File: config.mk
export PLATFORM = sky130hd
export DESIGN_NAME = disp_history_flat
export DESIGN_NICKNAME = d
export VERILOG_FILES = /design/src/rtl/disp_history_if.sv /design/src/rtl/disp_history.sv /design/src/flat_wrapper.sv
export SDC_FILE = /design/constraint.sdc
export NUM_CORES = 1
export LEC_CHECK = 0
export ABC_CLOCK_PERIOD_IN_PS = 5250
export CELL_PAD_IN_SITES_DETAIL_PLACEMENT = 1
export CELL_PAD_IN_SITES_GLOBAL_PLACEMENT = 2
export CORE_UTILIZATION = 42
export DETAILED_ROUTE_END_ITERATION = 6
export PLACE_DENSITY_LB_ADDON = 0.2
export SLEW_MARGIN = 20
export SYNTH_ARGS = -nofsm -noshare
export SYNTH_HDL_FRONTEND = slang
export SYNTH_SLANG_ARGS = --single-unit
export TNS_END_PERCENT = 1
File: constraint.sdc
create_clock -name clk -period 5.25 [get_ports clk]
set_input_delay 0.7875 -clock clk [delete_from_list [all_inputs] [get_ports clk]]
set_output_delay 0.7875 -clock clk [all_outputs]
set_load 0.005 [all_outputs]
File: src/rtl/disp_history_if.sv
// Bus between the CPU/button side and the display-history feeder.
// The master drives the write strobe and raw buttons; the slave drives the display outputs.
interface disp_history_if #(
  parameter int DEPTH = 8
);
  localparam int AW = $clog2(DEPTH);

  logic          wr_en;
  logic [7:0]    wr_data;
  logic          btn_prev;
  logic          btn_live;
  logic [7:0]    dout;
  logic          dout_en;
  logic          browsing;
  logic [AW-1:0] index;
  logic [AW:0]   count;

  modport master (
    output wr_en, wr_data, btn_prev, btn_live,
    input  dout, dout_en, browsing, index, count
  );

  modport slave (
    input  wr_en, wr_data, btn_prev, btn_live,
    output dout, dout_en, browsing, index, count
  );
endinterface

File: src/rtl/disp_history.sv
// Circular history of CPU-written values with debounced browse buttons.
// Presents a registered, quasi-static value to the seven-segment display stage.
module disp_history #(
  parameter int DEPTH     = 8,
  parameter int DB_CYCLES = 50000
) (
  input logic           clk,
  input logic           rst,
  disp_history_if.slave bus
);
  localparam int AW = $clog2(DEPTH);
  localparam int CW = (DB_CYCLES > 1) ? $clog2(DB_CYCLES) : 1;
  localparam logic [AW:0] L_ONE = (AW+1)'(1);
  localparam logic [AW:0] L_TWO = (AW+1)'(2);
  localparam logic [AW:0] L_DEP = (AW+1)'(DEPTH);
  localparam logic [AW:0] L_MAX = (AW+1)'(DEPTH-1);
  localparam logic [CW-1:0] L_DB = CW'(DB_CYCLES-1);

  typedef enum logic {LIVE, BROWSE} state_t;

  // bit 0 = prev button, bit 1 = live button
  logic [1:0]    w_btn;
  logic [1:0]    r_s1, r_s2, r_stab, r_pls;
  logic [CW-1:0] r_cnt [2];
  logic          w_p_prev, w_p_live;

  assign w_btn    = {bus.btn_live, bus.btn_prev};
  assign w_p_prev = r_pls[0];
  assign w_p_live = r_pls[1];

  always_ff @(posedge clk or posedge rst) begin
    if (rst) begin
      r_s1     <= '0;
      r_s2     <= '0;
      r_stab   <= '0;
      r_pls    <= '0;
      r_cnt[0] <= '0;
      r_cnt[1] <= '0;
    end else begin
      r_s1 <= w_btn;
      r_s2 <= r_s1;
      for (int i = 0; i < 2; i++) begin
        r_pls[i] <= 1'b0;
        if (r_s2[i] != r_stab[i]) begin
          if (r_cnt[i] == L_DB) begin
            r_stab[i] <= r_s2[i];
            r_pls[i]  <= r_s2[i];
            r_cnt[i]  <= '0;
          end else begin
            r_cnt[i] <= r_cnt[i] + 1'b1;
          end
        end else begin
          r_cnt[i] <= '0;
        end
      end
    end
  end

  logic [7:0]    r_mem [DEPTH];
  logic [AW-1:0] r_wp, w_wp_nx, w_raddr, r_index, w_idx_nx;
  logic [AW:0]   r_count, w_cnt_nx, w_idx;
  logic [7:0]    r_dout, w_dout_nx;
  logic          r_dout_en, r_browsing;
  state_t        r_state, w_state_nx;

  always_comb begin
    w_wp_nx    = r_wp;
    w_cnt_nx   = r_count;
    w_state_nx = r_state;
    w_idx      = {1'b0, r_index};
    if (bus.wr_en) begin
      w_wp_nx = r_wp + 1'b1;
      if (r_count != L_DEP) w_cnt_nx = r_count + L_ONE;
    end
    unique case (r_state)
      LIVE: begin
        w_idx = '0;
        if (!w_p_live && w_p_prev && w_cnt_nx >= L_TWO) begin
          w_state_nx = BROWSE;
          w_idx      = L_ONE;
        end
      end
      BROWSE: begin
        if (w_p_live) begin
          w_state_nx = LIVE;
          w_idx      = '0;
        end else begin
          if (bus.wr_en) w_idx = w_idx + L_ONE;
          // shown entry overwritten: fall back to the live value
          if (w_idx > L_MAX) begin
            w_state_nx = LIVE;
            w_idx      = '0;
          end else if (w_p_prev && (w_idx + L_ONE <= w_cnt_nx - L_ONE)) begin
            w_idx = w_idx + L_ONE;
          end
        end
      end
      default: begin
        w_state_nx = LIVE;
        w_idx      = '0;
      end
    endcase
    w_idx_nx = w_idx[AW-1:0];
    w_raddr  = w_wp_nx - 1'b1 - w_idx_nx;
    if (w_cnt_nx == '0)
      w_dout_nx = '0;
    else if (bus.wr_en && w_raddr == r_wp)
      w_dout_nx = bus.wr_data;
    else
      w_dout_nx = r_mem[w_raddr];
  end

  always_ff @(posedge clk) begin
    if (bus.wr_en) r_mem[r_wp] <= bus.wr_data;
  end

  always_ff @(posedge clk or posedge rst) begin
    if (rst) begin
      r_wp       <= '0;
      r_count    <= '0;
      r_index    <= '0;
      r_state    <= LIVE;
      r_dout     <= '0;
      r_dout_en  <= 1'b0;
      r_browsing <= 1'b0;
    end else begin
      r_wp       <= w_wp_nx;
      r_count    <= w_cnt_nx;
      r_index    <= w_idx_nx;
      r_state    <= w_state_nx;
      r_dout     <= w_dout_nx;
      r_dout_en  <= (w_cnt_nx != '0);
      r_browsing <= (w_state_nx == BROWSE);
    end
  end

  assign bus.dout     = r_dout;
  assign bus.dout_en  = r_dout_en;
  assign bus.browsing = r_browsing;
  assign bus.index    = r_index;
  assign bus.count    = r_count;
endmodule

File: src/flat_wrapper.sv
// flat-port wrapper written by rule: the top's interface ports become plain ports
module disp_history_flat 
#(
  parameter int DEPTH     = 8,
  parameter int DB_CYCLES = 50000
)
  (clk, rst, bus_wr_en, bus_wr_data, bus_btn_prev, bus_btn_live, bus_dout, bus_dout_en, bus_browsing, bus_index, bus_count);
  disp_history_if #(.DEPTH(DEPTH)) bus_i ();
  input logic clk;
  input logic rst;
  input wire logic [$bits(bus_i.wr_en)-1:0] bus_wr_en;
  input wire logic [$bits(bus_i.wr_data)-1:0] bus_wr_data;
  input wire logic [$bits(bus_i.btn_prev)-1:0] bus_btn_prev;
  input wire logic [$bits(bus_i.btn_live)-1:0] bus_btn_live;
  output wire logic [$bits(bus_i.dout)-1:0] bus_dout;
  output wire logic [$bits(bus_i.dout_en)-1:0] bus_dout_en;
  output wire logic [$bits(bus_i.browsing)-1:0] bus_browsing;
  output wire logic [$bits(bus_i.index)-1:0] bus_index;
  output wire logic [$bits(bus_i.count)-1:0] bus_count;
  assign bus_i.wr_en = bus_wr_en;
  assign bus_i.wr_data = bus_wr_data;
  assign bus_i.btn_prev = bus_btn_prev;
  assign bus_i.btn_live = bus_btn_live;
  assign bus_dout = bus_i.dout;
  assign bus_dout_en = bus_i.dout_en;
  assign bus_browsing = bus_i.browsing;
  assign bus_index = bus_i.index;
  assign bus_count = bus_i.count;
  disp_history #(.DEPTH(DEPTH), .DB_CYCLES(DB_CYCLES)) u_core (.clk(clk), .rst(rst), .bus(bus_i));
endmodule
## After elaboration in Yosys (flattened, before gate mapping)

Memories as Yosys holds them, arrays and structs flattened.
Index checks and enable logic that the tools add are counted.
W data, S select, Z words.

| word-level totals | value |
|---|---|
| bits of input ports | 13 |
| word-level logic and storage cells | 69 |
| memories kept | 1 |
| memory bits (writable) | 64 |
| register bits after elaboration | 60 |

Memories:

| memory | words | width | read ports | clocked after Yosys merged registers in | write ports | RTL line | source |
|---|---|---|---|---|---|---|---|
| u_core.r_mem | 8 | 8 | 1 | 0 | 1 | disp_history.sv:59 | `logic [7:0] r_mem [DEPTH];` |

| operators by class | value |
|---|---|
| equality and inequality tests | 6 |
| $lt $le $gt $ge | 3 |
| bitwise logic cells | 1 |
| reduce and logical (&&, ||, !) cells | 9 |
| muxes and demuxes | 27 |
| add/sub/neg operators | 9 |

Operators by type and width:

| kind | count |
|---|---|
| $mux W16 | 4 |
| $add A16 B1 Y16 const B | 2 |
| $eq A16 B16 Y1 const B | 2 |
| $mux W4 | 5 |
| $mux W8 | 2 |
| $mux W3 | 4 |
| $mux W1 | 10 |
| $add A4 B1 Y4 const B | 2 |
| $pmux W3 S2 | 1 |
| $add A3 B1 Y4 const B | 1 |
| $ge A4 B2 Y1 const B | 1 |
| $gt A4 B3 Y1 const B | 1 |
| $le A4 B4 Y1 | 1 |
| $logic_and A1 B1 Y1 | 4 |
| $logic_not A4 Y1 | 1 |
| $ne A4 B4 Y1 const B | 1 |
| $reduce_and A2 Y1 | 2 |
| $reduce_bool A4 Y1 | 1 |
| $sub A4 B1 Y4 const B | 1 |
| $add A3 B1 Y3 const B | 1 |
| $eq A3 B3 Y1 | 1 |
| $sub A3 B1 Y3 const B | 1 |
| $sub A3 B3 Y3 | 1 |
| $ne A1 B1 Y1 | 2 |
| 3 further kinds | 3 |

## Longest topological paths before layout

| depth | value |
|---|---|
| depth after elaboration | 16 |
| mapped depth | 25 |
| depth with buffers taken out | 23 |

## Worst setup path after synthesis

Ideal clock, no wire load.

| timing path | value |
|---|---|
| kind | input port to flip-flop |
| start | in bus_wr_en |
| end | reg u_core.r_dout[3] (netlist: u_core.bus.dout[3]) |
| setup slack | 0.207 ns |
| library setup time | 0.123 ns |
| required time | 5.127 ns |
| stages on the path | 19 |
| arrival time | 4.920 ns |
| cells stage by stage | clkbuf_1 o21ai_0 xnor2_1 ha_1 inv_1 ha_1 nor2b_1 o2111a_2 nor2_1 o21ai_0 xor2_1 nor2_1 nor2_1 ha_1 buf_2 clkbuf_1 mux4_2 mux2i_1 a21oi_1 |

| between the ends | value |
|---|---|
| longest elaborated chain between the ends | 15 |
| elaborated cells between the ends (all ways) | 25 |
| those cells by class | add/sub (4); order compare (3); eq/ne (1); mux (12); reduce/logical (4); memory (1) |

RTL lines:

| item | RTL line | source |
|---|---|---|
| start, declared | flat_wrapper.sv:11 | `input wire logic [$bits(bus_i.wr_en)-1:0] bus_wr_en;` |
| branches (longest 14 deep; another with $mem_v2 Z8 W8) | - |  |
| $mux W8 * | disp_history.sv:105 | `if (w_cnt_nx == '0)` |
| via u_core.w_dout_nx[3] | disp_history.sv:62 | `logic [7:0] r_dout, w_dout_nx;` |
| end signal, assigned | disp_history.sv:131 | `r_dout <= w_dout_nx;` |
| end, declared | disp_history.sv:62 |  |

Mark *: on every way through the listed nets, which the timed path passes. The select of a mux whose other input is x is not followed.
A chain may end at the register's enable or synchronous reset.

## Final worst setup path

| timing path | value |
|---|---|
| start | in bus_wr_en |
| end | reg u_core.r_dout[6] (netlist: u_core.bus.dout[6]) |

| between the ends | value |
|---|---|
| elaborated cells between the ends (all ways) | 25 |
| those cells by class | add/sub (4); order compare (3); eq/ne (1); mux (12); reduce/logical (4); memory (1) |

RTL lines:

| item | RTL line | source |
|---|---|---|
| $mux W4 * | disp_history.sv:71 | `if (bus.wr_en) begin` |
| via u_core.w_cnt_nx[1] | disp_history.sv:61 | `logic [AW:0] r_count, w_cnt_nx, w_idx;` |
| branches (longest 11 deep; another with $mem_v2 Z8 W8) | - |  |
| $mux W8 * | disp_history.sv:105 |  |
| via u_core.w_dout_nx[6] | disp_history.sv:62 |  |

Marks and branches as above.

==> qor.yml <==
status: "finished, final reports clean"
globalplace.congestion: 0.7719
cts.sinks: 124
clock-root-buffer: "clkbuf_16"
drcViolationCount: 0
clkTransAtPathRegs_ns: 0.05
pin_count: 30
ys_seq_area_frac: 0.6255
start_util: 0.4319
ant_nets: 0
final_cell_area_mm2: 0.006648
area_delta_synth_final_pct: 21.47
min_path_type: "flip-flop to flip-flop"
num_antenna_cells: 0
placed_cells: 613
syn_area_per_cell_um2: 13.45
async_flop_share: 0.4839
period_minus_slack_ns: 4.854
min_to: "u_core.r_s2[0]"
hold_start: "u_core.r_s1[0]"
core_area_mm2: 0.01267
vias: 3319
maxSlewHeadroom: 0.3763
r2r_end: "u_core.bus.dout[6]"
whs_ns: 0.3472
nNetsFinal: 489
slew_viol_final: 0
core.rowCount: 41
drive_above_1_share: 0.1543
synth_cell_types: 42
cts_buffers: 17
via_per_inst: 5.146
critPathArrivalTime_ns: 5.14
syn-instance-count: 407
power_density_mw_per_mm2: 583.3
grt_start_max_net_pins: 37
layout_commonest_cell: "edfxtp_1"
die_y_um: 116.2
antenna_found_initial: 0
port_buffers: 29
cp-startpoint: "bus_wr_en"
post_cts_buffers: 0
drtIter0Drc: 167
clock_latency_ns: 0.41
rrSetupSlack_ns: 0.52
cp.required_ns: 5.54
finalHoldViolCount: 0
crit_type: "primary input to flip-flop"
cts_resized: 0
grt_pass1_vias: 3486
synth-edff-count: 64
setup_viol: 0
grt_overflow_total: 0
dpl_cell_area_mm2: 0.006063
routedWlPerCell_um: 17.77
fin_worst_skew_ns: 0.007177
final.period_utilization: 0.9246
rr_startpoint: "u_core.bus.count[0]"
dr.pass1.iters: 4
cts_tree: "yes"
netlist_area_mm2: 0.005473
synth-seq-cells: 124
syn-num-nets: 436
max_freq_mhz: 206.0
cp-end-kind: "flip-flop"
worst_slew_pin_slew_ns: 0.9305
cap_violations: 0
wl_mm: 11.46
cts_max_level: 4
synth_warnings: 0
hold_buffers: 0
hold_depth: 0
grt_pass1_wl_mm: 18.69
vdd_drop_max_mv: 0.3023
rsz0062_at_grt: "false"
start_kind: "primary input"
clk_path_buf_depth: 2
cp_max_fo: 10
die_width_um: 116.2
dp_hpwl_mm: 7.692
ys.flop_type: "edfxtp_1"
r2r_cells: 22
final_cell_mix: "edfxtp_1 (64), dfrtp_1 (60), nor2_1 (48), nand2_1 (30), clkdlybuf4s50_1 (29)"
fin_cells: 645
die-area_mm2: 0.01349
grtUsageTotal: 0.1928
leakage_nw: 2.596
## registers in the layout (all words and copies together) (netlist names)
| name | flops |
|---|---|
| u_core.bus.browsing | 1 |
| u_core.bus.count | 4 |
| u_core.bus.dout | 8 |
| u_core.bus.dout_en | 1 |
| u_core.bus.index | 3 |
| u_core.r_cnt | 32 |
| u_core.r_mem | 64 |
| u_core.r_pls | 2 |
| u_core.r_s1 | 2 |
| u_core.r_s2 | 2 |
| u_core.r_stab | 2 |
| u_core.r_wp | 3 |
## cells in the mapped netlist, types with 2 or more instances
| cell type | count | area [um^2] |
|---|---|---|
| nand2_1 | 30 | 112.6 |
| nor3_1 | 7 | 35.03 |
| o21ai_0 | 11 | 55.05 |
| nor4b_1 | 2 | 17.52 |
| mux2_2 | 3 | 33.78 |
| nand4_1 | 8 | 50.05 |
| nand2b_1 | 6 | 37.54 |
| mux2i_1 | 9 | 90.09 |
| edfxtp_1 | 64 | 1922 |
| xnor2_1 | 21 | 183.9 |
| or2_2 | 2 | 12.51 |
| or3_1 | 3 | 18.77 |
| nor2_1 | 48 | 180.2 |
| a21oi_1 | 13 | 65.06 |
| nand3_1 | 11 | 55.05 |
| or4_1 | 2 | 15.01 |
| dfrtp_1 | 60 | 1501 |
| inv_1 | 11 | 41.29 |
| o31ai_1 | 3 | 22.52 |
| inv_2 | 3 | 11.26 |
| and3_1 | 8 | 50.05 |
| clkbuf_1 | 7 | 26.28 |
| mux4_2 | 16 | 360.4 |
| ha_1 | 15 | 187.7 |
| nor4_1 | 2 | 12.51 |
| nor3b_1 | 2 | 15.01 |
| o21ai_1 | 4 | 20.02 |
| xor2_1 | 22 | 192.7 |
## cell type report
type | instances | area, um^2
Inverter | 14 | 52.55
Sequential cell | 124 | 3423
Tap cell | 172 | 215.2
Fill cell | 1300 | 6023
Clock buffer | 19 | 432.9
Timing Repair Buffer | 43 | 407.9
Clock inverter | 13 | 150.1
Multi-Input combinational cell | 260 | 1966
## stage by stage
stage | power, mW | TNS, ns | util | setup WS [ns]
after floorplan | 2.222 | 0 | - | 0.2069
after global placement | 2.700 | 0 | 0.4785 | 0.05515
after detailed placement | 2.753 | -0.5184 | 0.4785 | -0.09697
after CTS | 3.925 | 0 | 0.5245 | 0.3180
after global routing | 4.093 | 0 | 0.5246 | 0.008291
final | 3.878 | 0 | 0.5246 | 0.3960
## routing by layer
layer  track usage  part of all wire
met4       0.06923             0.013
met3       0.04722             0.029
met1        0.2477              0.46
met2        0.3194              0.50
met5             0                 0
## worst max path at each step
stage	end	depth (start not counted)
2_1_floorplan	u_core.bus.dout[3]	19
3_3_place_gp	u_core.bus.dout[2]	18
3_5_place_dp	u_core.bus.dout[0]	21
4_1_cts	u_core.bus.dout[0]	21
5_1_grt	u_core.bus.dout[7]	21
6_report	u_core.bus.dout[6]	22
## worst max-delay path, cell delays in order
cell and delay, ns:
clkdlybuf4s50_1 0.49, buf_4 0.18, nand2_1 0.06, o21ai_0 0.07, buf_4 0.15, inv_1 0.07, ha_1 0.19, xor2_1 0.24
ha_1 0.29, and4_1 0.16, o21ai_0 0.29, xor2_1 0.18, nor2_1 0.07, nor2_1 0.12, ha_1 0.16, inv_1 0.05
fa_1 0.65, mux4_2 0.39, nand2b_1 0.12, a211oi_1 0.08, nor3_1 0.24, a31oi_1 0.11
## kinds of logic (layout without fill, tap and decap cells)
family / after synthesis / count (layout) / share of synthesized area
flip-flops: 124 / 124 / 0.6255
AO/OA/AOI/OAI: 36 / 36 / 0.03749
multiplexers: 28 / 28 / 0.08848
XOR/XNOR: 44 / 44 / 0.07385
buffers and inverters: 23 / 89 / 0.01738
adder cells (fa/ha/maj): 16 / 16 / 0.03795
AND/OR/NAND/NOR: 136 / 136 / 0.1193
## power by group
group / switching, mW / leakage (nW) / internal [mW] / total, mW
clock network: 0.414 / 0.282 / 0.739 / 1.15
registers: 0.0755 / 1.37 / 1.19 / 1.26
logic: 0.728 / 0.949 / 0.735 / 1.46
total: 1.22 / 2.60 / 2.66 / 3.88
No activity file was read; power rests on OpenSTA's default activity.
